$ cat config.mk
export PLATFORM = sky130hd
export DESIGN_NAME = tem_input_conditioner
export DESIGN_NICKNAME = d
export VERILOG_FILES = /design/src/rtl/tem_input_conditioner.sv
export SDC_FILE = /design/constraint.sdc
export NUM_CORES = 1
export LEC_CHECK = 0
export CAP_MARGIN = 20
export CORE_ASPECT_RATIO = 1.2
export CORE_UTILIZATION = 51
export DETAILED_ROUTE_END_ITERATION = 10
export GPL_ROUTABILITY_DRIVEN = 0
export PLACE_DENSITY = 0.76
export SKIP_CTS_REPAIR_TIMING = 1
export SYNTH_ARGS = -nofsm -noshare
export SYNTH_HDL_FRONTEND = slang
export SYNTH_SLANG_ARGS = --single-unit
export TNS_END_PERCENT = 1
$ cat constraint.sdc
create_clock -name clk -period 2.6 [get_ports clk]
set_input_delay 0.26 -clock clk [delete_from_list [all_inputs] [get_ports clk]]
set_output_delay 0.26 -clock clk [all_outputs]
set_load 0.02 [all_outputs]
$ cat src/rtl/tem_input_conditioner.sv
// TEM trigger conditioner: sync, stable-time filter, edge strobes, rise holdoff.
// Optional rejected-pulse counter built when TEM_GLITCH_CNT_EN is defined.
module tem_input_conditioner #(
  parameter int SYNC_STAGES = 2,
  parameter int FILT_CYC    = 100,
  parameter int HOLDOFF_CYC = 5000,
  parameter int CNT_W       = 16
) (
  input  logic        clk,
  input  logic        rst_n,
  input  logic        enable,
  input  logic        tem_in,
  output logic        tem_o,
  output logic        rise_o,
  output logic        fall_o,
  output logic        busy_o,
  output logic [15:0] glitch_cnt_o
);

  typedef enum logic [1:0] {
    LOW,
    QUAL_RISE,
    HIGH,
    QUAL_FALL
  } state_t;

  localparam logic [CNT_W-1:0] FILT_MAX = CNT_W'(FILT_CYC);
  localparam logic [CNT_W-1:0] HOLD_MAX = CNT_W'(HOLDOFF_CYC);

  logic [SYNC_STAGES-1:0] sync;
  logic                   tem_s;
  state_t                 state, state_n;
  logic [CNT_W-1:0]       filt, filt_n;
  logic [CNT_W-1:0]       hold, hold_n;
  logic                   tem_n, rise_n, fall_n;
  logic                   rej;

  assign tem_s = sync[SYNC_STAGES-1];

  // metastability chain; keeps running while disabled
  always_ff @(posedge clk or negedge rst_n) begin
    if (!rst_n) sync <= '0;
    else        sync <= {sync[SYNC_STAGES-2:0], tem_in};
  end

  // next state: the count check wins so a pulse of exactly FILT_CYC
  // samples (entry sample included) is accepted
  always_comb begin
    state_n = state;
    filt_n  = filt;
    tem_n   = tem_o;
    rise_n  = 1'b0;
    fall_n  = 1'b0;
    rej     = 1'b0;
    if (rise_o)         hold_n = HOLD_MAX;
    else if (hold != 0) hold_n = hold - 1'b1;
    else                hold_n = hold;
    if (!enable) begin
      state_n = LOW;
      filt_n  = '0;
      tem_n   = 1'b0;
      hold_n  = '0;
    end else begin
      unique case (state)
        LOW: begin
          if (tem_s) begin
            state_n = QUAL_RISE;
            filt_n  = CNT_W'(1);
          end
        end
        QUAL_RISE: begin
          if (filt == FILT_MAX) begin
            state_n = HIGH;
            filt_n  = '0;
            tem_n   = 1'b1;
            rise_n  = !busy_o;
          end else if (!tem_s) begin
            state_n = LOW;
            filt_n  = '0;
            rej     = 1'b1;
          end else begin
            filt_n  = filt + 1'b1;
          end
        end
        HIGH: begin
          if (!tem_s) begin
            state_n = QUAL_FALL;
            filt_n  = CNT_W'(1);
          end
        end
        QUAL_FALL: begin
          if (filt == FILT_MAX) begin
            state_n = LOW;
            filt_n  = '0;
            tem_n   = 1'b0;
            fall_n  = 1'b1;
          end else if (tem_s) begin
            state_n = HIGH;
            filt_n  = '0;
            rej     = 1'b1;
          end else begin
            filt_n  = filt + 1'b1;
          end
        end
        default: begin
          state_n = LOW;
          filt_n  = '0;
        end
      endcase
    end
  end

  // state, counters and registered outputs
  always_ff @(posedge clk or negedge rst_n) begin
    if (!rst_n) begin
      state  <= LOW;
      filt   <= '0;
      hold   <= '0;
      tem_o  <= 1'b0;
      rise_o <= 1'b0;
      fall_o <= 1'b0;
      busy_o <= 1'b0;
    end else begin
      state  <= state_n;
      filt   <= filt_n;
      hold   <= hold_n;
      tem_o  <= tem_n;
      rise_o <= rise_n;
      fall_o <= fall_n;
      busy_o <= (hold_n != 0);
    end
  end

`ifdef TEM_GLITCH_CNT_EN
  logic [15:0] glitch;

  // saturating count of rejected pulses; only reset clears it
  always_ff @(posedge clk or negedge rst_n) begin
    if (!rst_n)
      glitch <= '0;
    else if (rej && glitch != 16'hFFFF)
      glitch <= glitch + 1'b1;
  end

  assign glitch_cnt_o = glitch;
`else
  logic unused_rej;
  assign unused_rej   = rej;
  assign glitch_cnt_o = 16'h0000;
`endif

endmodule

# Word-level counts from Yosys, hierarchy flattened
# Cells that the tools add are included.
[op_classes] n_eq_ne=11 add_sub_neg=2 div=0 n_lt_le_gt_ge=0 muxes=29 n_reduce_logical=7 multipliers=0 n_shift=0 bitwise=0
[ops] cell="two-way mux 16 bit" count=10
[ops] cell="one-hot mux 16 bit (4 select lines)" count=1
[ops] cell="nonzero test 16 bit" count=2
[ops] cell="adder 16 x 1 -> 16 bit, second input constant" count=1
[ops] cell="== test 16 x 7 -> 1 bit, second input constant" count=1
[ops] cell="subtractor 16 x 1 -> 16 bit, second input constant" count=1
[ops] cell="two-way mux 2 bit" count=7
[ops] cell="inequality test 3 bit, second input constant" count=4
[ops] cell="two-way mux 1 bit" count=9
[ops] cell="inequality test 4 bit, second input constant" count=2
[ops] cell="one-hot mux 2 bit (4 select lines)" count=1
[ops] cell="== test 2 bit, second input constant" count=2
[ops] cell="AND reduction 4 bit" count=1
[ops] cell="inequality test 3 x 1 -> 1 bit, second input constant" count=1
[ops] cell="AND reduction 3 bit" count=1
[ops] cell="== test 2 x 1 -> 1 bit, second input constant" count=1
[ops] cell="zero test 2 bit" count=1
[ops] cell="one-hot mux 1 bit (2 select lines)" count=1
[ops] cell="AND reduction 2 bit" count=1
[ops] cell="zero test 1 bit" count=1
[word_totals] in_bits=4 rom_bits=0 latchBits=0 mem_bits_rw=0 output_inout_bits=20 mem_count=0 word_cells=57 register_bits=40

# Depth between registers and ports, before layout
# Gate-level depths: netlist (run 1).
[depth] word_depth=5 depth_mapped=8 mapped_depth_nobuf=8

# Least setup slack after synthesis (run 1)
# No wires, ideal clock.
[synth_timing] path_kind="reg2reg" startpoint="reg hold[0]" endpoint="reg busy_o" arrival_ns=2.584 path_slack_ns=-0.112 setup_time_ns=0.129 required_ns=2.471 n_path_buf=0 stages_incl_launch_ff=9 synth_period_minus_slack_ns=2.712 path_cell_list="dfrtp_1 inv_1 ha_1 or3b_1 or2_2 o31a_1 a2111oi_2 o2111ai_1 a2111o_1"
[synth_between] elab_chain_len=5 elab_cells_between_ends=6 cone_classes="add/sub: 1; mux: 3; reduce/logical: 2"
[synth_lines] item="start, declared" line="34" text="logic [CNT_W-1:0] hold, hold_n;"
[synth_lines] item="start signal, assigned" line="126" text="hold <= hold_n;"
[synth_lines] item="subtractor 16 x 1 -> 16 bit / nonzero test 16 bit (equally long branches)" line="56" text="else if (hold != 0) hold_n = hold - 1'b1;"
[synth_lines] item="two-way mux 16 bit *" line="56"
[synth_lines] item="two-way mux 16 bit *" line="55" text="if (rise_o) hold_n = HOLD_MAX;"
[synth_lines] item="two-way mux 16 bit *" line="58" text="if (!enable) begin"
[synth_lines] item="nonzero test 16 bit *" line="130" text="busy_o <= (hold_n != 0);"
[synth_lines] item="end signal, assigned" line="130"
[synth_lines] item="end, declared" line="16" text="output logic busy_o,"
# Mark *: on every way between the ends. The rest lies on a longest branch, timed or not.
# A chain may end at the register's enable or synchronous reset.

# Worst setup path after layout (run 1)
# Same ends and word-level chain as after synthesis.

==> run summary, run 1 <==
Post-layout util: 0.6346
WL per Instance: 14.68 µm
Non-Filler Instances: 345
DR DRC count: 0
TritonCTS clock tree: yes
Inst Count DP: 333
RSZ-0062 raised after global routing: yes
WP data arrival: 2.84 ns
CTS Buf Count: 5
Worst Hold Class: in2async
Hold Violations, Final: 0
Seq/Total Area, Yosys: 0.4327
Worst reg2reg setup slack: -0.05 ns
Multi-input gate area: 1247 µm²
Post-route cell area: 2725 µm²
Placed Area: 2561 µm²
Register bit total from synthesis: 40
Final #Nets: 296
Worst ir drop on vdd: 0.0004757 V
Failing checks: setup timing
DR vias/cell: 5.597
CTS root buffer: clkbuf_8
Die outline width: 63.49 µm
Setup crit end kind: flop
Netlist Area Pre-Place: 2313 µm²
Share of cells above drive strength 1: 0.1834
Count of final setup violators: 1
Detailed Route Iter0 Violations: 123
Clk_lat worst skew: 0.30 ns
Number of diodes: 0
Starting Density: 0.5388
Fin worst setup slack: -0.05405 ns
Chip Height: 75.78 µm
Row count: 26
Fillers: 363
Final period util: 1.021
Clk pin slew, worst setup/hold paths: 0.09 ns
Worst path cell trace: inv_2 > ha_1 > or4b_4 > nor4_4 > buf_4 > nor3_1 > xnor2_1 > a21oi_1 > a2111o_1
Post-layout min period: 2.654 ns
Crit path required time: 2.79 ns
Ys Warns: 0
Layout Skew: 0.01306 ns
Setup TNS: -0.05405 ns
Seq. cell area: 1001 µm²
First-pass DRT Iterations: 4
Die Area: 4811 µm²
Total grt overflow: 0
Syn Inst Count: 250
CP Class: reg2reg
Reg2Reg Depth: 9
Core area: 4294 µm²
Final Max Slew Viols: 0
Tot GR Track Use: 0.2150
Vias in the first global route: 1807
Fmax: 0.3768 GHz
Leak: 0.001229 µW
Longest Clk Path Bufs: 2
Worst slew margin: 0.4133
Slowest Stage Delay on Critical Path: 0.51 ns
Critical Path Source: hold[0]$_DFF_PN0_
Clock Sinks: 40
Final ANT Viol Nets: 0
Dpl ws: -0.08026 ns
Pin count of the biggest net entering global routing: 41
Reg-to-Reg Start: hold[0]$_DFF_PN0_
Drt total wl: 5064 µm
Syn_area_per_cell: 9.254 µm²
Maxcap violations: 0
H-tree lvl count: 2
Initial antenna violation count: 0
Reg2reg end: busy_o$_DFF_PN0_
Crit path max-delay cell type: or4b_4
First-pass GRT wire length: 7879 µm
Port Buffer Count: 7
DR vias: 1931
Critical path peak fanout: 4
Outcome: finished with violations
Area Growth Syn to Fin: 17.79%
Hpwl dp: 3517 µm
Worst setup SP type: flop
PwrDens: 1128 nW/µm²
Tightest Pin Transition: 0.8801 ns
IO Pins: 24
Unique masters post-synth: 51
Yosys cell counts (all sizes together):
cell type  count  area (µm²)
a31oi          1       6.260
ha             4       50.05
nand2b         5       31.28
a211oi         1       7.510
mux2i          1       10.01
conb           1       3.750
nand2         12       45.04
xnor2          5       43.79
nand3b         1       7.510
nor3           7       35.03
o31a           2       17.52
and2           3       18.77
or3b           1       8.760
a2111oi        2       23.77
nand3          8       40.04
a311o          1       10.01
and3           7       43.79
or2            3       18.77
or4b           2       20.02
a2111o         1       11.26
o21ai         18       90.08
or4            2       15.01
nor3b          2       15.01
dfrtp         40        1001
o21a           2       15.01
buf           17       125.1
nor4b          5       50.04
nand4b         2       17.52
nor2b          6       37.54
a22o           1       8.760
inv            7       26.28
o211ai         1       7.510
nor4bb         1       10.01
a21oi         13       65.06
nor2          32       120.1
nand4          3       18.77
or3            6       37.54
o21ba          1       10.01
xor2           9       78.83
o2111a         1       11.26
o31ai          2       15.01
clkbuf         3       11.26
a21boi         1       7.510
o2111ai        3       26.28
nor4           4       40.04
report_power, final:
part	internal, µW	total, µW	switching (µW)
clock network	215	449	234
logic	883	1770	884
registers	738	858	119
stage by stage:
step	power, µW	hold slack [ns]
3_3_place_gp	2402	0.3333
5_1_grt	3260	0.1470
2_1_floorplan	1861	-0.03559
4_1_cts	2893	0.1020
3_5_place_dp	2429	0.3443
6_report	3073	0.06709
critical path, delay by kind of cell, from the launching register on:
| kind | cells | cell delay, ns |
|---|---|---|
| DFF | 1 | 0.40 |
| buffers and inverters | 2 | 0.29 |
| xor gates and xnor gates | 1 | 0.27 |
| AOI/OAI and AO/OA | 2 | 0.47 |
| and+or+nand+nor | 3 | 0.97 |
| adders and majority gates | 1 | 0.16 |
placed cells by master, fill, tap and decap left out, types with 2 or more instances in the layout:
master / netlist / layout
o21ai_0: 17 / 17
nand4_1: 3 / 3
clkbuf_8: 0 / 6
nand2b_1: 5 / 5
nor4b_1: 4 / 3
clkinvlp_4: 0 / 2
or3_1: 6 / 6
o31a_1: 2 / 2
conb_1: 1 / 16
nand4b_1: 2 / 2
and2_1: 3 / 3
nor2_1: 32 / 31
nor3_1: 7 / 7
o2111ai_1: 3 / 3
dfrtp_1: 40 / 40
nor2b_1: 6 / 6
nor4_1: 3 / 2
inv_1: 7 / 5
ha_1: 4 / 4
a21oi_1: 13 / 13
buf_4: 16 / 29
clkdlybuf4s50_1: 0 / 6
nand2_1: 12 / 12
xnor2_1: 5 / 5
and3_1: 7 / 7
o31ai_1: 2 / 2
xor2_1: 9 / 9
nand3_1: 8 / 8
o21a_1: 2 / 2
inv_2: 0 / 2
area by class of cell:
cell class                 instances  share of cell area
multi-input combinational        198              0.4578
sequential                        40              0.3673
clock inverter                     2            0.005510
timing repair buffer              36              0.1038
clock buffer                       6             0.03030
tap                               56             0.02571
inverter                           7            0.009642
sequential cells by signal, summed over array words and instances (netlist names):
name / count
filt: 16
rise_o: 1
busy_o: 1
hold: 16
tem_o: 1
sync: 2
fall_o: 1
state: 2
per-layer routing:
metal | part of all wire | wire [µm] | vias up | global-route usage
met3 | 0.029 | 145 | 9 | 0.02695
met5 | 0 | 0 | - | 0
met1 | 0.42 | 2135 | 938 | 0.2373
met4 | 0.019 | 94 | 0 | 0.1187
met2 | 0.53 | 2688 | 44 | 0.4054
li1 | - | - | 940 | -
cells by family (layout without fill, tap and decap cells):
logic type,after synthesis,after routing,share of synthesized area
AND/OR/NAND/NOR,112,112,0.2726
AO/OA/AOI/OAI,51,51,0.1439
flip-flops,40,40,0.4327
buffers and inverters,27,51,0.07031
XOR/XNOR,14,14,0.05300
adder cells (fa/ha/maj),4,4,0.02163
other,1,16,0.001621
multiplexers,1,1,0.004327
worst max path at each step:
stage | slack, ns | end | depth (start not counted)
2_1_floorplan | 0.007 | busy_o$_DFF_PN0_ | 8
3_3_place_gp | 0.02 | busy_o$_DFF_PN0_ | 8
3_5_place_dp | -0.08 | busy_o$_DFF_PN0_ | 8
4_1_cts | -0.09 | busy_o$_DFF_PN0_ | 8
5_1_grt | -0.11 | busy_o$_DFF_PN0_ | 9
6_report | -0.05 | busy_o$_DFF_PN0_ | 9
Power figures use the tool's default switching activity.
==> inputs of run 2 (changes only) <==
- CAP_MARGIN: 20 -> 5
- HOLD_SLACK_MARGIN: default -> 0.15
- SLEW_MARGIN: default -> 20
==> run summary, run 2 (synthesized netlist as in run 1, its figures left out) <==
Outcome: finished with violations (unchanged)
Failing checks: setup timing (unchanged)
Commonest non-fill, non-tap cells in the layout: dfrtp_1 (40), nor2_1 (31), buf_4 (29) (unchanged)
Post-layout util: 0.6369 (was 0.6346)
Clock Sinks: 40 (unchanged)
Share of cells above drive strength 1: 0.1828 (was 0.1834)
Vias in the first global route: 1807 (unchanged)
Hold Violations, Final: 0 (unchanged)
Initial antenna violation count: 0 (unchanged)
First-pass DRT Iterations: 4 (unchanged)
Post-route cell area: 2735 µm² (was 2725 µm²)
Crit path required time: 2.79 ns (about the same)
Number of diodes: 0 (unchanged)
RSZ-0062 raised after global routing: yes (unchanged)
Port Buffer Count: 7 (unchanged)
Tightest Pin Transition: 0.8800 ns (was 0.8801 ns)
Tot GR Track Use: 0.2150 (unchanged)
Total grt overflow: 0 (unchanged)
Chip Height: 75.78 µm (unchanged)
CP Class: reg2reg (unchanged)
WL per Instance: 14.58 µm (was 14.68 µm)
Die outline width: 63.49 µm (unchanged)
Worst setup SP type: flop (unchanged)
PwrDens: 1122 nW/µm² (was 1128 nW/µm²)
Non-Filler Instances: 346 (was 345)
Count of final setup violators: 1 (unchanged)
DR vias/cell: 5.569 (was 5.597)
CTS Buf Count: 5 (unchanged)
Clk pin slew, worst setup/hold paths: 0.09 ns (about the same)
Setup TNS: -0.04832 ns (was -0.05405 ns)
Pin count of the biggest net entering global routing: 41 (unchanged)
Most common cell after layout, fill and taps aside: dfrtp_1 (unchanged)
WP data arrival: 2.84 ns (about the same)
DR vias: 1927 (was 1931)
Layout Skew: 0.01169 ns (was 0.01306 ns)
Worst path cell trace: inv_2 > ha_1 > or4b_4 > nor4_4 > buf_4 > nor3_1 > xnor2_1 > a21oi_1 > a2111o_1 (unchanged)
Drt total wl: 5043 µm (was 5064 µm)
Final Max Slew Viols: 0 (unchanged)
Detailed Route Iter0 Violations: 120 (was 123)
Fin worst setup slack: -0.04832 ns (was -0.05405 ns)
Largest regs: filt: 16 flops, hold: 16 flops (unchanged)
Slowest Stage Delay on Critical Path: 0.51 ns (about the same)
Worst Hold Class: reg2reg (was in2async)
Starting Density: 0.5388 (unchanged)
Final period util: 1.019 (was 1.021)
Inst Count DP: 333 (unchanged)
H-tree lvl count: 2 (unchanged)
TritonCTS clock tree: yes (unchanged)
Leak: 0.001233 µW (was 0.001229 µW)
Core area: 4294 µm² (unchanged)
Maxcap violations: 0 (unchanged)
Fmax: 0.3776 GHz (was 0.3768 GHz)
Clk_lat worst skew: 0.30 ns (about the same)
Worst ir drop on vdd: 0.0004729 V (was 0.0004757 V)
Area Growth Syn to Fin: 18.23% (was 17.79%)
Placed Area: 2561 µm² (unchanged)
Longest Clk Path Bufs: 2 (unchanged)
DR DRC count: 0 (unchanged)
Final ANT Viol Nets: 0 (unchanged)
IO Pins: 24 (unchanged)
Final Hold Slack: 0.3576 ns (was 0.06709 ns)
Post-layout min period: 2.648 ns (was 2.654 ns)
Final #Nets: 297 (was 296)
Row count: 26 (unchanged)
CTS root buffer: clkbuf_8 (unchanged)
Hpwl dp: 3517 µm (unchanged)
Die Area: 4811 µm² (unchanged)
Worst slew margin: 0.4133 (about the same)
First-pass GRT wire length: 7879 µm (unchanged)
Crit path max-delay cell type: or4b_4 (unchanged)
Setup crit end kind: flop (unchanged)
Critical path peak fanout: 4 (unchanged)
==> run 2: worst paths after layout <==
check                                        from              endpoint  slack [ns]  cells after the start
worst min-delay path            sync[0]$_DFF_PN0_     sync[1]$_DFF_PN0_        0.36                      0
worst max-delay path            hold[0]$_DFF_PN0_      busy_o$_DFF_PN0_       -0.05                      9
max in group asynchronous                   rst_n  filt[15]$_DFFE_PN0P_        1.43                      2
worst max register to register  hold[0]$_DFF_PN0_      busy_o$_DFF_PN0_       -0.05                      9
worst min register to register  sync[0]$_DFF_PN0_     sync[1]$_DFF_PN0_        0.36                      0
min in group asynchronous                   rst_n    hold[13]$_DFF_PN0_        0.61                      2
==> run 2: per-stage QoR <==
| stage | total power, µW | setup slack, ns |
|---|---|---|
| 2_1_floorplan | 1861 | 0.006599 |
| 3_3_place_gp | 2402 | 0.01923 |
| 3_5_place_dp | 2429 | -0.08026 |
| 4_1_cts | 2893 | -0.08786 |
| 5_1_grt | 3261 | -0.1054 |
| 6_report | 3069 | -0.04832 |
==> run 2: critical path, delay by kind of cell (launching register included) <==
kind	cells	cell delay, ns
xor+xnor	1	0.26
simple gates	3	0.97
compound gates	2	0.47
fa+ha+maj	1	0.16
flops	1	0.40
buf+inv	2	0.29
==> run 2: power by group <==
group          leakage (µW)  switching [µW]  internal (µW)
logic              0.000651             880            883
clock network     0.0000434             233            215
registers          0.000539             119            738
==> run 2: routing by layer <==
metal | GRT usage | share of wire
met1 | 0.2373 | 0.42
met2 | 0.4054 | 0.53
met3 | 0.02695 | 0.024
met4 | 0.1187 | 0.019
met5 | 0 | 0
==> run 2: area by class of cell <==
cell class	instances	area, µm²
Fill cell	364	1559
Multi-Input combinational cell	198	1247
Sequential cell	40	1001
Timing Repair Buffer	37	292.8
Clock buffer	6	82.58
Tap cell	56	70.07
Inverter	7	26.28
Clock inverter	2	15.01
==> inputs of run 3 (changes only) <==
- CORE_UTILIZATION: 51 -> 35
- PLACE_DENSITY: 0.76 -> default
==> run summary, run 3 (synthesized netlist as in run 1, its figures left out) <==
Die Area: 6940 µm² (was 4811 µm²)
Number of diodes: 0 (unchanged)
First-pass DRT Iterations: 4 (unchanged)
CTS Buf Count: 5 (unchanged)
Core area: 6406 µm² (was 4294 µm²)
Clock Sinks: 40 (unchanged)
Worst slew margin: 0.3882 (was 0.4133)
Leak: 0.001272 µW (was 0.001233 µW)
First-pass GRT wire length: 8735 µm (was 7879 µm)
Hpwl dp: 3738 µm (was 3517 µm)
Fillers: 624 (was 364)
Tightest Pin Transition: 0.9177 ns (was 0.8800 ns)
Placed Area: 2643 µm² (was 2561 µm²)
Worst setup SP type: flop (unchanged)
DR vias/cell: 5.111 (was 5.569)
Clk_lat worst skew: 0.30 ns (about the same)
Post-route cell area: 2849 µm² (was 2735 µm²)
Maxcap violations: 0 (unchanged)
Final Hold Slack: 0.09327 ns (was 0.3576 ns)
Total grt overflow: 0 (unchanged)
Chip Height: 91.06 µm (was 75.78 µm)
Setup crit end kind: flop (unchanged)
IO Pins: 24 (unchanged)
Commonest non-fill, non-tap cells in the layout: dfrtp_1 (40), buf_4 (34), nor2_1 (32) (was dfrtp_1 (40), nor2_1 (31), buf_4 (29))
H-tree lvl count: 2 (unchanged)
Starting Density: 0.3611 (was 0.5388)
Layout Skew: 0.01197 ns (was 0.01169 ns)
DR vias: 1937 (was 1927)
Initial antenna violation count: 0 (unchanged)
Port Buffer Count: 7 (unchanged)
Largest regs: filt: 16 flops, hold: 16 flops (unchanged)
Pin count of the biggest net entering global routing: 41 (unchanged)
Worst ir drop on vdd: 0.0004390 V (was 0.0004729 V)
DR DRC count: 0 (unchanged)
Worst Hold Class: in2async (was reg2reg)
Outcome: completed (was finished with violations)
Share of cells above drive strength 1: 0.2007 (was 0.1828)
Flop pwr share: 0.259 (was 0.279)
P_int: 1981 µW (was 1837 µW)
Final period util: 0.9802 (was 1.019)
Final #Nets: 301 (was 297)
Net load switching power: 1248 µW (was 1232 µW)
Final ANT Viol Nets: 0 (unchanged)
WL per Instance: 13.79 µm (was 14.58 µm)
Vias in the first global route: 1901 (was 1807)
TritonCTS clock tree: yes (unchanged)
CTS root buffer: clkbuf_8 (unchanged)
Detailed Route Iter0 Violations: 98 (was 120)
Hold Violations, Final: 0 (unchanged)
Clk pin slew, worst setup/hold paths: 0.08 ns (was 0.09 ns)
Switching Share: 0.3864 (was 0.4015)
Tot GR Track Use: 0.1580 (was 0.2150)
RSZ-0062 raised after global routing: yes (unchanged)
Final Max Slew Viols: 0 (unchanged)
Crit path required time: 2.77 ns (was 2.79 ns)
Drt total wl: 5227 µm (was 5043 µm)
Comb pwr share: 0.584 (was 0.575)
Critical path peak fanout: 3 (was 4)
Longest Clk Path Bufs: 2 (unchanged)
PwrDens: 1133 nW/µm² (was 1122 nW/µm²)
CP Class: reg2reg (unchanged)
Clk pwr share: 0.157 (was 0.146)
Row count: 32 (was 26)
Most common cell after layout, fill and taps aside: dfrtp_1 (unchanged)
Count of final setup violators: 0 (was 1)
Post-layout min period: 2.548 ns (was 2.648 ns)
Fmax: 0.3924 GHz (was 0.3776 GHz)
WP data arrival: 2.72 ns (was 2.84 ns)
Die outline width: 76.22 µm (was 63.49 µm)
Area Growth Syn to Fin: 23.15% (was 18.23%)
-- run 3: changes by cell type in the layout (fill, tap and decap cells not counted), sizes merged --
cell         change
bufinv           +1
buf              +5
clkinv           +1
dlygate4sd3      -1
clkinvlp         -2
-- run 3: path summary, 6_finish.rpt --
| path | cells after the start | end | slack [ns] | from |
|---|---|---|---|---|
| setup / recovery | 9 | busy_o$_DFF_PN0_ | 0.05 | hold[1]$_DFF_PN0_ |
| hold / removal | 1 | hold[9]$_DFF_PN0_ | 0.09 | rst_n |
| setup reg to reg | 9 | busy_o$_DFF_PN0_ | 0.05 | hold[1]$_DFF_PN0_ |
| hold reg to reg | 0 | sync[1]$_DFF_PN0_ | 0.36 | sync[0]$_DFF_PN0_ |
| max in group asynchronous | 1 | filt[7]$_DFFE_PN0P_ | 1.92 | rst_n |
| min in group clk | 0 | sync[1]$_DFF_PN0_ | 0.36 | sync[0]$_DFF_PN0_ |
-- run 3: layer usage --
layer,vias to the layer above,part of all wire,GRT usage
met5,-,0,0
met4,0,0.015,0.06571
met3,8,0.046,0.03015
met2,47,0.51,0.2710
met1,933,0.43,0.1929
li1,949,-,-
-- run 3: through the flow --
stage	TNS [ns]	total power, µW	utilization	instances	worst slack, ns
detailed placement	-0.1279	2492	0.4125	368	-0.1279
global placement	-0.04579	2483	0.4125	368	-0.04579
global route	-0.08013	3478	0.4447	379	-0.08013
finish	0	3229	0.4447	379	0.05158
floorplan	0	1861	-	265	0.006599
CTS	-0.1501	3014	0.4293	376	-0.1501
-- run 3: worst max-delay path, cell delays in order, from the launching register on --
cell and delay, ns:
dfrtp_1 0.39, inv_2 0.11, ha_4 0.14, or3b_4 0.38
buf_4 0.15, nor2_1 0.14, nand4_1 0.19, a2111oi_4 0.38
o2111ai_1 0.15, a2111o_1 0.39
-- run 3: power groups by stage --
stage          clock network, µW  registers, µW  logic (µW)
2_1_floorplan                  0            866         995
4_1_cts                      523            831        1660
5_1_grt                      550            855        2070
3_3_place_gp                   0            845        1640
3_5_place_dp                   0            844        1650
6_report                     508            835        1890
-- run 3: area by class of cell --
class	instances	area [µm²]	area share
flip-flops and latches	40	1001	0.3513
clock buffers	6	72.57	0.02547
well taps	85	106.4	0.03733
inverters	7	26.28	0.009223
clock inverters	2	35.03	0.01230
repair buffers	41	320.3	0.1124
multi-input cells	198	1287	0.4519
